## config.mk

```make
export PLATFORM = sky130hd
export DESIGN_NAME = muldiv_unit
export DESIGN_NICKNAME = d
export VERILOG_FILES = /design/src/rtl/muldiv_unit.sv
export SDC_FILE = /design/constraint.sdc
export NUM_CORES = 1
export LEC_CHECK = 0
export CAP_MARGIN = 20
export CELL_PAD_IN_SITES_DETAIL_PLACEMENT = 1
export CELL_PAD_IN_SITES_GLOBAL_PLACEMENT = 1
export CORE_ASPECT_RATIO = 0.75
export CORE_MARGIN = 5
export CORE_UTILIZATION = 48
export DETAILED_ROUTE_END_ITERATION = 12
export PLACE_DENSITY = 0.83
export SLEW_MARGIN = 20
export SYNTH_ARGS = -nofsm -noshare
export SYNTH_HDL_FRONTEND = slang
export SYNTH_SLANG_ARGS = --single-unit
export TNS_END_PERCENT = 5
```

## constraint.sdc

```tcl
create_clock -name clk -period 6.5 [get_ports clk]
set_input_delay 0.975 -clock clk [delete_from_list [all_inputs] [get_ports clk]]
set_output_delay 0.975 -clock clk [all_outputs]
set_load 0.02 [all_outputs]
```

## src/rtl/muldiv_unit.sv

```systemverilog
// Iterative multiply/divide unit with architectural HI/LO registers.
// MULT/MULTU use shift-add and DIV/DIVU use restoring division. Each
// processes one bit per cycle on operand magnitudes, and a FIX cycle then
// applies the sign correction. MTHI/MTLO write HI/LO directly in one cycle.
//
// Handshake: start is sampled only while the unit is idle. busy is high from
// the cycle after an accepted multi-cycle start until the HI/LO write. done
// pulses for one cycle when HI/LO hold new values. This covers both
// multi-cycle ops and MTHI/MTLO. A start seen while busy is dropped.
module muldiv_unit #(
   parameter int XLEN = 32
) (
   input  logic            clk,
   input  logic            rst_n,
   input  logic            start,
   input  logic [2:0]      op,
   input  logic [XLEN-1:0] a,
   input  logic [XLEN-1:0] b,
   output logic            busy,
   output logic            done,
   output logic [XLEN-1:0] hi,
   output logic [XLEN-1:0] lo
);

   localparam int CW = $clog2(XLEN);

   localparam logic [2:0] OP_MULT  = 3'b000;
   localparam logic [2:0] OP_MULTU = 3'b001;
   localparam logic [2:0] OP_DIV   = 3'b010;
   localparam logic [2:0] OP_DIVU  = 3'b011;
   localparam logic [2:0] OP_MTHI  = 3'b100;
   localparam logic [2:0] OP_MTLO  = 3'b101;

   typedef enum logic [1:0] {
      S_IDLE = 2'd0,
      S_MUL  = 2'd1,
      S_DIV  = 2'd2,
      S_FIX  = 2'd3
   } state_t;

   // State is kept as a plainly named enum so checkers can bind to it.
   state_t state;

   // MUL: op_a is the multiplicand and op_b the multiplier, shifted right.
   // DIV: op_a is the dividend, shifted left, and op_b the divisor.
   logic [XLEN-1:0]   op_a;
   logic [XLEN-1:0]   op_b;
   // MUL: running product. DIV: {remainder, quotient}.
   logic [2*XLEN-1:0] acc;
   logic [CW-1:0]     count;
   logic              sign_a;
   logic              sign_b;
   logic              b_zero;
   logic              is_div;

   logic              signed_op;
   logic [XLEN-1:0]   abs_a;
   logic [XLEN-1:0]   abs_b;
   logic              last_iter;
   logic [XLEN:0]     mul_sum;
   logic [XLEN:0]     rem_shift;
   logic [XLEN:0]     rem_diff;
   logic [2*XLEN-1:0] mul_next;
   logic [2*XLEN-1:0] div_next;
   logic [2*XLEN-1:0] prod_fix;
   logic [XLEN-1:0]   quo_fix;
   logic [XLEN-1:0]   rem_fix;

   // Operand magnitudes, iteration datapath and sign correction.
   always_comb begin
      signed_op = (op == OP_MULT) || (op == OP_DIV);
      abs_a     = (signed_op && a[XLEN-1]) ? (~a + 1'b1) : a;
      abs_b     = (signed_op && b[XLEN-1]) ? (~b + 1'b1) : b;
      last_iter = (count == CW'(XLEN - 1));

      // Shift-add step: add the multiplicand into the upper half when the
      // current multiplier bit is set, then shift the product right by one.
      mul_sum   = {1'b0, acc[2*XLEN-1:XLEN]} + {1'b0, (op_b[0] ? op_a : '0)};
      mul_next  = {mul_sum, acc[XLEN-1:1]};

      // Restoring step: bring in the next dividend bit. The subtraction is
      // kept only when it does not borrow.
      rem_shift = {acc[2*XLEN-1:XLEN], op_a[XLEN-1]};
      rem_diff  = rem_shift - {1'b0, op_b};
      if (rem_diff[XLEN])
         div_next = {rem_shift[XLEN-1:0], acc[XLEN-2:0], 1'b0};
      else
         div_next = {rem_diff[XLEN-1:0], acc[XLEN-2:0], 1'b1};

      // A zero divisor leaves remainder=|a|. Giving it the sign of a then
      // restores a itself, so only the quotient needs forcing.
      prod_fix = (sign_a ^ sign_b) ? (~acc + 1'b1) : acc;
      rem_fix  = sign_a ? (~acc[2*XLEN-1:XLEN] + 1'b1) : acc[2*XLEN-1:XLEN];
      if (b_zero)
         quo_fix = '1;
      else if (sign_a ^ sign_b)
         quo_fix = ~acc[XLEN-1:0] + 1'b1;
      else
         quo_fix = acc[XLEN-1:0];
   end

   // Control FSM, iteration registers and HI/LO, all with registered outputs.
   always_ff @(posedge clk or negedge rst_n) begin
      if (!rst_n) begin
         state  <= S_IDLE;
         op_a   <= '0;
         op_b   <= '0;
         acc    <= '0;
         count  <= '0;
         sign_a <= 1'b0;
         sign_b <= 1'b0;
         b_zero <= 1'b0;
         is_div <= 1'b0;
         busy   <= 1'b0;
         done   <= 1'b0;
         hi     <= '0;
         lo     <= '0;
      end else begin
         done <= 1'b0;
         case (state)
            S_IDLE: begin
               if (start) begin
                  case (op)
                     OP_MULT, OP_MULTU, OP_DIV, OP_DIVU: begin
                        op_a   <= abs_a;
                        op_b   <= abs_b;
                        sign_a <= signed_op & a[XLEN-1];
                        sign_b <= signed_op & b[XLEN-1];
                        b_zero <= (b == '0);
                        is_div <= op[1];
                        acc    <= '0;
                        count  <= '0;
                        busy   <= 1'b1;
                        state  <= op[1] ? S_DIV : S_MUL;
                     end
                     OP_MTHI: begin
                        hi   <= a;
                        done <= 1'b1;
                     end
                     OP_MTLO: begin
                        lo   <= a;
                        done <= 1'b1;
                     end
                     default: ;
                  endcase
               end
            end
            S_MUL: begin
               acc   <= mul_next;
               op_b  <= op_b >> 1;
               count <= count + 1'b1;
               if (last_iter) state <= S_FIX;
            end
            S_DIV: begin
               acc   <= div_next;
               op_a  <= op_a << 1;
               count <= count + 1'b1;
               if (last_iter) state <= S_FIX;
            end
            S_FIX: begin
               if (is_div) begin
                  hi <= rem_fix;
                  lo <= quo_fix;
               end else begin
                  hi <= prod_fix[2*XLEN-1:XLEN];
                  lo <= prod_fix[XLEN-1:0];
               end
               count <= '0;
               busy  <= 1'b0;
               done  <= 1'b1;
               state <= S_IDLE;
            end
            default: state <= S_IDLE;
         endcase
      end
   end

endmodule

```

==> metrics, run 1 <==
final WL between 50000 and 60000 µm; clk_lat worst skew 0.54 ns; ANT nets after route 0; share of layout cells above drive strength 1 4.20%; Req. time, crit path between 6 and 7 ns; Syn-to-layout area delta 15.3%; CTS H-tree lvls 1; DP Cell Count between 2000 and 2500; dominant cells by area after synthesis dfrtp_1 32%, o21ai_0 8.3%, nand2_1 6.2%; synth warn 0; Worst Setup Start Kind register; Worst-path clk slew 0.06 ns; Yosys reg bits a little over 200; Synth Cell Area between 0.015 and 0.02 mm²; via count between 15000 and 20000; Post-Syn Nets 2154; cts hold-fix bufs 0; cell taking the most area after synthesis dfrtp_1; Leak Pwr ~7.9 nW; Overflow after GRT 0; max-cap violation count 0; GP Congestion around 0.9; CP endpoint kind register; mean cell area of the mapped netlist ~7.9 µm²; Final Core Density 56.1%; CTS tree built; initial DRC count ~1500; DRC 0; core area ~0.032 mm²; Finished Layout Cells 2513; Post-synth EDFFs 0; first-pass GRT wire length just over 90000 µm; DP HPWL ~45000 µm; drt wl/cell roughly 24 µm; CTS Buffer Depth 3; Post-Route Skew between 0.008 and 0.009 ns; fraction of the cycle the final worst path needs about 64%; # resized after CTS 0; Setup Buffers After CTS 0; Port Buffers between 100 and 150; WP data arrival between 4 and 5 ns; post-synthesis cell type count between 70 and 80; CTS buffer count 24; most frequent cells in the layout 262 x o21ai_0, 260 x nand2_1, 205 x dfrtp_1; Layout Nets 2203; RSZ-0062 raised after global routing false; chip width ~220 µm; Die H around 170 µm; Most common cell on crit path buf_4; Synth async-reset ratio between 90% and 100%; commonest non-fill, non-tap cell in the layout o21ai_0; # rows 57; Initial DRT Pass Iterations 5; Ant. Diodes 0; Slowest-stage cell, CP a311oi_1; largest net degree at the start of global routing between 100 and 150; num ports roughly 140; Crit Path Class register to register; clk root buf clkbuf_16; antenna violations before repair 0; Tot Pwr 9.21 mW; CP max FO 41; Final TNS setup 0 ns; Starting Density roughly half; pwr/cell area slightly above 500 mW/mm²; vias per cell between 6 and 7; Slew headroom 33.2%; final hold vios 0; Mapped Cells 2006; Final min period ~4.2 ns; status finished, final reports clean; dominant synthesized flop cell dfrtp_1; sequence of cells on the critical path buf_4, ha_1, inv_1, fa_1, a211oi_1, o211ai_1, a311oi_1, nor4b_1, o21ai_0, nor3b_2, buf_4, mux2i_1, nor2_1, a211o_1; Worst-Margin Slew between 0.9 and 1 ns; area fraction of the dominant cell type after synthesis 32.5%; clk sink count ~200; HP Class input pin to asynchronous set/reset pin; post-synthesis sequential area ratio roughly 32%; Peak Freq 241 MHz; Max Slew Vio Count 0; VDD IR max roughly 1100 µV; Die Footprint between 0.03 and 0.04 mm²; Overall Global Routing Usage 31.8%; Filler cells about 4000; vias in the first global route ~16000; CP peak stage delay between 0.4 and 0.5 ns; Setup Viol. Count Final 0
per-stage QoR:
stage	setup slack [ns]	cell area, µm²	hold slack, ns
2_1_floorplan	3.15	15800	0.445
3_3_place_gp	2.27	17400	0.458
3_5_place_dp	2.26	17400	0.467
4_1_cts	2.39	18200	0.487
5_1_grt	2.14	18200	0.513
6_report	2.35	18200	0.487
logic make-up after synthesis:
logic type	count (synthesis)	share of synthesized area, %
compound gates	703	26.7
simple gates	632	19.0
flops	205	32.5
buf+inv	196	4.76
xor+xnor	173	9.59
fa+ha+maj	78	6.27
mux	19	1.20
path summary, 6_finish.rpt:
| path | slack [ns] | end | start | depth (start not counted) |
|---|---|---|---|---|
| max in group asynchronous | 4.84 | acc[15] | rst_n | 2 |
| worst min register to register | 0.49 | lo[10] | lo[10] | 2 |
| worst min-delay path | 0.49 | acc[37] | rst_n | 1 |
| worst max-delay path | 2.35 | acc[39] | op_b[0] | 14 |
| min in group clk | 0.49 | lo[10] | lo[10] | 2 |
| worst max register to register | 2.35 | acc[39] | op_b[0] | 14 |
worst max-delay path: cells and delay by family (launching register included):
family | cells | cell delay (ns)
muxes | 1 | 0.26
DFF | 1 | 0.35
buffers and inverters | 3 | 0.78
adders and majority gates | 2 | 0.69
and+or+nand+nor | 3 | 0.47
AOI/OAI and AO/OA | 5 | 1.45
layer usage:
layer	part of all wire, %	global-route usage, %
met1	47	47.8
met5	0	0
met2	44	47.5
met4	2.0	6.39
met3	7.7	6.62
final cells by class:
cell class	count	area (µm²)	share of cell area (%)
flip-flops and latches	205	5130	28.2
clock inverters	8	90.1	0.495
clock buffers	34	679	3.73
repair buffers	152	1520	8.32
multi-input cells	1605	10000	54.9
well taps	442	553	3.04
inverters	67	251	1.38
sequential cells by signal, summed over array words and instances (netlist names):
signal  count
busy        1
hi         32
acc        64
state       2
sign_b      1
is_div      1
b_zero      1
sign_a      1
lo         32
op_b       32
done        1
count       5
op_a       32
cells in the mapped netlist (12+ instances only):
| master | n |
|---|---|
| o21ai_0 | 263 |
| xnor2_1 | 86 |
| o221ai_1 | 15 |
| nor4_1 | 12 |
| ha_1 | 76 |
| a31oi_1 | 16 |
| o22ai_1 | 36 |
| nand3_1 | 25 |
| clkbuf_1 | 117 |
| and2_1 | 35 |
| inv_1 | 67 |
| nand2b_1 | 17 |
| nor2_1 | 129 |
| a21o_1 | 22 |
| and3_1 | 25 |
| or4_1 | 14 |
| xor2_1 | 87 |
| o31ai_1 | 29 |
| mux2i_1 | 19 |
| nor3_1 | 38 |
| or3_1 | 25 |
| a211oi_1 | 20 |
| nand2_1 | 261 |
| nand4_1 | 12 |
| o41ai_1 | 13 |
| a22oi_1 | 45 |
| dfrtp_1 | 205 |
| a21oi_1 | 179 |
power by group:
group          switching [mW]  total (mW)  internal (mW)
Combinational            3.65        5.62           1.97
Clock                   0.584        1.39          0.804
Sequential              0.459        2.20           1.74
Total                    4.69        9.21           4.52
(Power assumes the default switching activity.)
==> inputs of run 2 (changes only) <==
--- a/config.mk
+++ b/config.mk
@@ -10,9 +10,9 @@
 export CELL_PAD_IN_SITES_GLOBAL_PLACEMENT = 1
 export CORE_ASPECT_RATIO = 0.75
 export CORE_MARGIN = 5
-export CORE_UTILIZATION = 48
+export CORE_UTILIZATION = 44
 export DETAILED_ROUTE_END_ITERATION = 12
-export PLACE_DENSITY = 0.83
+export PLACE_DENSITY = 0.77
 export SLEW_MARGIN = 20
 export SYNTH_ARGS = -nofsm -noshare
 export SYNTH_HDL_FRONTEND = slang
==> constraint.sdc (replaced) <==
create_clock -name clk -period 4.4 [get_ports clk]
set_input_delay 0.66 -clock clk [delete_from_list [all_inputs] [get_ports clk]]
set_output_delay 0.66 -clock clk [all_outputs]
set_load 0.02 [all_outputs]
==> run 2 against run 1 <==
  * Flip-flop and latch count unchanged
  * Design area rose by 1.2%
  * Global-route usage down 2.1 points
  * Clock skew increased by 0.0061 ns
  * Maximum frequency rose by 3.1%
  * Wire length up 1.8%
  * Clock power up 53%
  * Critical endpoint is now acc[32]
  * Largest cell class unchanged
==> metrics, run 2 (synthesis results as in run 1) <==
Pint between 6 and 7 mW; largest net degree at the start of global routing between 90 and 100; CP max FO 17; Syn-to-layout area delta 16.6%; clk_lat worst skew approximately 0.55 ns; clock power share between 10% and 20%; Crit Path Class register to register; most used routing layer met2; GR Layer Usage met3 about 6.7%; Post-Route Skew between 0.01 and 0.015 ns; GP Congestion roughly 0.9; # rows 60; drt wl/cell between 20 and 25 µm; Finished Cell Area between 0.015 and 0.02 mm²; Top reg by flops acc; vias in the first global route about 16000; Layout Nets approximately 2200; final WL about 60000 µm; Overall Global Routing Usage ~30%; clk root buf clkbuf_16; share of layout cells above drive strength 1 about 4.9%; Final Core Density about half; Setup Buffers After CTS 0; # resized after CTS 0; via count 15900; Final min period approximately 4.0 ns; Overflow after GRT 0; max-cap violation count 0; chip width about 230 µm; pre-CTS WS between 0.4 and 0.5 ns; Worst-path clk slew roughly 0.06 ns; Flop pwr share about a quarter; dpl cell area between 0.015 and 0.02 mm²; DP HPWL between 40000 and 50000 µm; Worst Setup Start Kind register; HP Class input pin to asynchronous set/reset pin; worst hold slack 0.170 ns; first-pass GRT wire length 95800 µm; Setup Viol. Count Final 0; clk sink count slightly above 200; met2 Usage GRT between 40% and 50%; NetSw approximately 7 mW; Port Buffers ~140; Finished Layout Cells roughly 2600; Die Footprint between 0.03 and 0.04 mm²; Max Slew Vio Count 0; fraction of the cycle the final worst path needs 91.5%; CTS buffer count 25; commonest non-fill, non-tap cell in the layout o21ai_0; Die H 174 µm; status finished, final reports clean; final hold vios 0; RSZ-0062 raised after global routing false; Slew headroom 31.6%; CP endpoint kind register; num ports between 100 and 150; pwr/cell area between 700 and 800 mW/mm²; Initial DRT Pass Iterations 5; WP data arrival 4.42 ns; Req. time, crit path about 4.8 ns; DP Cell Count between 2000 and 3000; CTS Buffer Depth 3; initial DRC count roughly 1300; Switching Fraction about half; met1 Usage GRT between 40% and 50%; cts hold-fix bufs 0; PnR worst setup slack around 0.37 ns; VDD IR max ~900 µV; Peak Freq between 200 and 250 MHz; Tot Pwr roughly 14 mW; CTS H-tree lvls 1; most frequent cells in the layout 262 x o21ai_0, 260 x nand2_1, 205 x dfrtp_1; Largest register FFs 64; Worst-Margin Slew approximately 1 ns; vias per cell a little over 6; ANT nets after route 0; Logic pwr share about three fifths; Leak Pwr around 8.0 nW; core area between 0.03 and 0.04 mm²; Starting Density 44.3%; Final TNS setup 0 ns; CTS tree built; DRC 0; antenna violations before repair 0
-- run 2: cell count changes in the layout (fill, tap and decap cells not counted), moves of 2 or more --
cell / delta
clkinv_2: -2
buf_4: +13
clkbuf_1: -2
clkbuf_8: +3
-- run 2: routing by layer --
layer | part of all wire [%] | wire length (µm) | vias up
met4 | 1.7 | 1030 | 0
met3 | 7.2 | 4410 | 66
met2 | 43 | 26500 | 462
met5 | 0 | 0 | -
li1 | - | - | 7341
met1 | 48 | 29000 | 8037
-- run 2: final timing paths --
check / slack (ns) / startpoint / depth (start not counted) / endpoint
worst min register to register: 0.48 / lo[12] / 2 / lo[12]
max in group asynchronous: 3.25 / rst_n / 2 / acc[13]
worst max-delay path: 0.37 / op_a[31] / 15 / acc[32]
min in group clk: 0.48 / lo[12] / 2 / lo[12]
worst min-delay path: 0.17 / rst_n / 1 / acc[38]
worst max register to register: 0.37 / op_a[31] / 15 / acc[32]
-- run 2: final cells by class --
class,instances,area (µm²)
fill,4322,17200
multi-input combinational,1605,9990
sequential,205,5130
timing repair buffer,167,1660
clock buffer,36,727
tap,465,582
inverter,67,251
clock inverter,6,80.1
antenna,1,2.50
-- run 2: worst max-delay path, stage by stage, from the launching register on --
cell      delay [ns]
dfrtp_1         0.42
inv_1           0.13
ha_1            0.33
inv_1           0.09
fa_1            0.44
a211oi_1        0.33
o211ai_1        0.23
a311oi_1        0.29
buf_4           0.19
nor4b_1         0.07
o21ai_0         0.13
nor3b_2         0.28
buf_4           0.30
nor2_1          0.06
a21oi_1         0.39
o221ai_1        0.17
-- run 2: power by group through the flow --
| stage | Sequential (mW) | Combinational (mW) | Clock, mW |
|---|---|---|---|
| 2_1_floorplan | 3.33 | 5.17 | 0 |
| 3_3_place_gp | 3.22 | 7.95 | 0 |
| 3_5_place_dp | 3.25 | 8.20 | 0 |
| 4_1_cts | 3.23 | 8.26 | 2.15 |
| 5_1_grt | 3.31 | 9.22 | 2.23 |
| 6_report | 3.24 | 8.43 | 2.13 |
==> inputs of run 3 (changes only) <==
--- a/config.mk
+++ b/config.mk
@@ -10,9 +10,9 @@
 export CELL_PAD_IN_SITES_GLOBAL_PLACEMENT = 1
 export CORE_ASPECT_RATIO = 0.75
 export CORE_MARGIN = 5
-export CORE_UTILIZATION = 44
+export CORE_UTILIZATION = 48
 export DETAILED_ROUTE_END_ITERATION = 12
-export PLACE_DENSITY = 0.77
+export PLACE_DENSITY = 0.83
 export SLEW_MARGIN = 20
 export SYNTH_ARGS = -nofsm -noshare
 export SYNTH_HDL_FRONTEND = slang
==> constraint.sdc (replaced) <==
create_clock -name clk -period 5.2 [get_ports clk]
set_input_delay 0.78 -clock clk [delete_from_list [all_inputs] [get_ports clk]]
set_output_delay 0.78 -clock clk [all_outputs]
set_load 0.02 [all_outputs]
==> run 3 against run 2 <==
  * First-iteration DRC count rose by 32%
  * Worst hold slack better by 0.12 ns
  * Maximum frequency fell by 8.9%
  * Critical endpoint is now acc[39]
  * Largest cell class unchanged
  * Highest routed layer unchanged
==> metrics, run 3 (synthesis results as in run 1) <==
status finished, final reports clean; Layout Nets 2207; initial DRC count between 1500 and 2000; VDD IR max approximately 490 µV; Worst-Margin Slew 1.17 ns; commonest non-fill, non-tap cell in the layout o21ai_0; Final TNS setup 0 ns; vias in the first global route around 16000; Slew headroom between 20 and 25%; pwr/cell area ~640 mW/mm²; Syn-to-layout area delta 15.8%; Filler cells roughly 4000; HP Class input pin to asynchronous set/reset pin; Peak Freq roughly 230 MHz; Setup Buffers After CTS 0; clk_lat worst skew about 0.55 ns; CTS tree built; final hold vios 0; RSZ-0062 raised after global routing false; DP Cell Count 2471; Leak Pwr between 7 and 8 nW; via count between 15000 and 20000; Port Buffers 135; drt wl/cell between 20 and 25 µm; chip width 219 µm; CTS Buffer Depth 3; cts hold-fix bufs 0; first-pass GRT wire length 95400 µm; Overall Global Routing Usage ~33%; GP Congestion ~0.95; Overflow after GRT 0; NetSw between 5 and 6 mW; ANT nets after route 0; Flop pwr share approximately a quarter; Final min period between 4 and 5 ns; # resized after CTS 0; Pint between 5 and 6 mW; vias per cell approximately 6.4; Largest register FFs 64; Die H roughly 170 µm; num ports 136; clk sink count ~210; DP HPWL between 40000 and 50000 µm; WP data arrival just under 5 ns; Ant. Diodes 0; Req. time, crit path 5.63 ns; most frequent cells in the layout 263 x o21ai_0, 260 x nand2_1, 205 x dfrtp_1; Worst Setup Start Kind register; clk root buf clkbuf_16; dpl cell area approximately 0.017 mm²; CP endpoint kind register; core area 0.0324 mm²; # rows 57; Setup Viol. Count Final 0; CP max FO between 50 and 60; share of layout cells above drive strength 1 between 4 and 5%; fraction of the cycle the final worst path needs a little under nine tenths; Finished Cell Area 0.0183 mm²; Starting Density between 40% and 50%; Switching Fraction 51.2%; CTS H-tree lvls 1; Initial DRT Pass Iterations 6; Crit Path Class register to register; clock power share between 10% and 20%; Top reg by flops acc; Max Slew Vio Count 0; DRC 0; CTS buffer count 25; Finished Layout Cells between 2000 and 3000; Logic pwr share between 60% and 70%; Post-Route Skew about 0.018 ns; antenna violations before repair 0; Worst-path clk slew 0.07 ns; largest net degree at the start of global routing around 120; Die Footprint 0.0367 mm²; max-cap violation count 0; final WL roughly 60000 µm
-- run 3: through the flow --
| step | setup slack, ns | hold slack [ns] | power, mW | util, % |
|---|---|---|---|---|
| after CTS | 0.874 | 0.330 | 11.5 | 56.2 |
| after detailed placement | 0.827 | 0.469 | 9.61 | 53.7 |
| after global placement | 1.13 | 0.463 | 9.36 | 53.7 |
| after floorplan | 2.03 | 0.445 | 7.19 | - |
| final | 0.777 | 0.285 | 11.7 | 56.4 |
| after global routing | 0.533 | 0.370 | 12.4 | 56.4 |
-- run 3: final timing paths --
path / slack (ns) / to / cells past startpoint / startpoint
worst min register to register: 0.48 / lo[3] / 2 / lo[3]
max in group asynchronous: 3.75 / acc[11] / 2 / rst_n
worst max-delay path: 0.78 / acc[39] / 13 / op_b[0]
worst max register to register: 0.78 / acc[39] / 13 / op_b[0]
min in group clk: 0.48 / lo[3] / 2 / lo[3]
worst min-delay path: 0.29 / op_b[9] / 1 / rst_n
-- run 3: final cells by class --
type / count / area, µm² / area share [%]
Timing Repair Buffer: 155 / 1570 / 8.59
Multi-Input combinational cell: 1605 / 9990 / 54.6
Clock buffer: 32 / 662 / 3.62
Sequential cell: 205 / 5130 / 28.0
Clock inverter: 13 / 133 / 0.725
Inverter: 67 / 251 / 1.38
Tap cell: 442 / 553 / 3.02
-- run 3: critical path, stage by stage (launching register included) --
cell      delay, ns
dfrtp_1        1.04
ha_1           0.32
inv_1          0.06
fa_1           0.43
a211oi_1       0.28
o211ai_1       0.20
a311oi_1       0.51
nor4b_1        0.13
o21ai_0        0.16
nor3b_2        0.26
buf_12         0.30
mux2i_1        0.23
nor2_1         0.06
a211o_1        0.28
-- run 3: routing by layer --
layer / global-route usage (%) / up-vias / part of all wire, %
met5: 0 / - / 0
met4: 6.11 / 0 / 1.8
met3: 4.89 / 77 / 7.5
met2: 47.7 / 579 / 43
met1: 51.0 / 8212 / 48
li1: - / 7327 / -
-- run 3: power by group through the flow --
stage          combinational [mW]  sequential (mW)  clock, mW
3_3_place_gp                 6.61             2.75          0
2_1_floorplan                4.38             2.82          0
5_1_grt                      7.67             2.85       1.87
3_5_place_dp                 6.83             2.79          0
6_report                     7.10             2.79       1.78
4_1_cts                      6.91             2.76       1.80
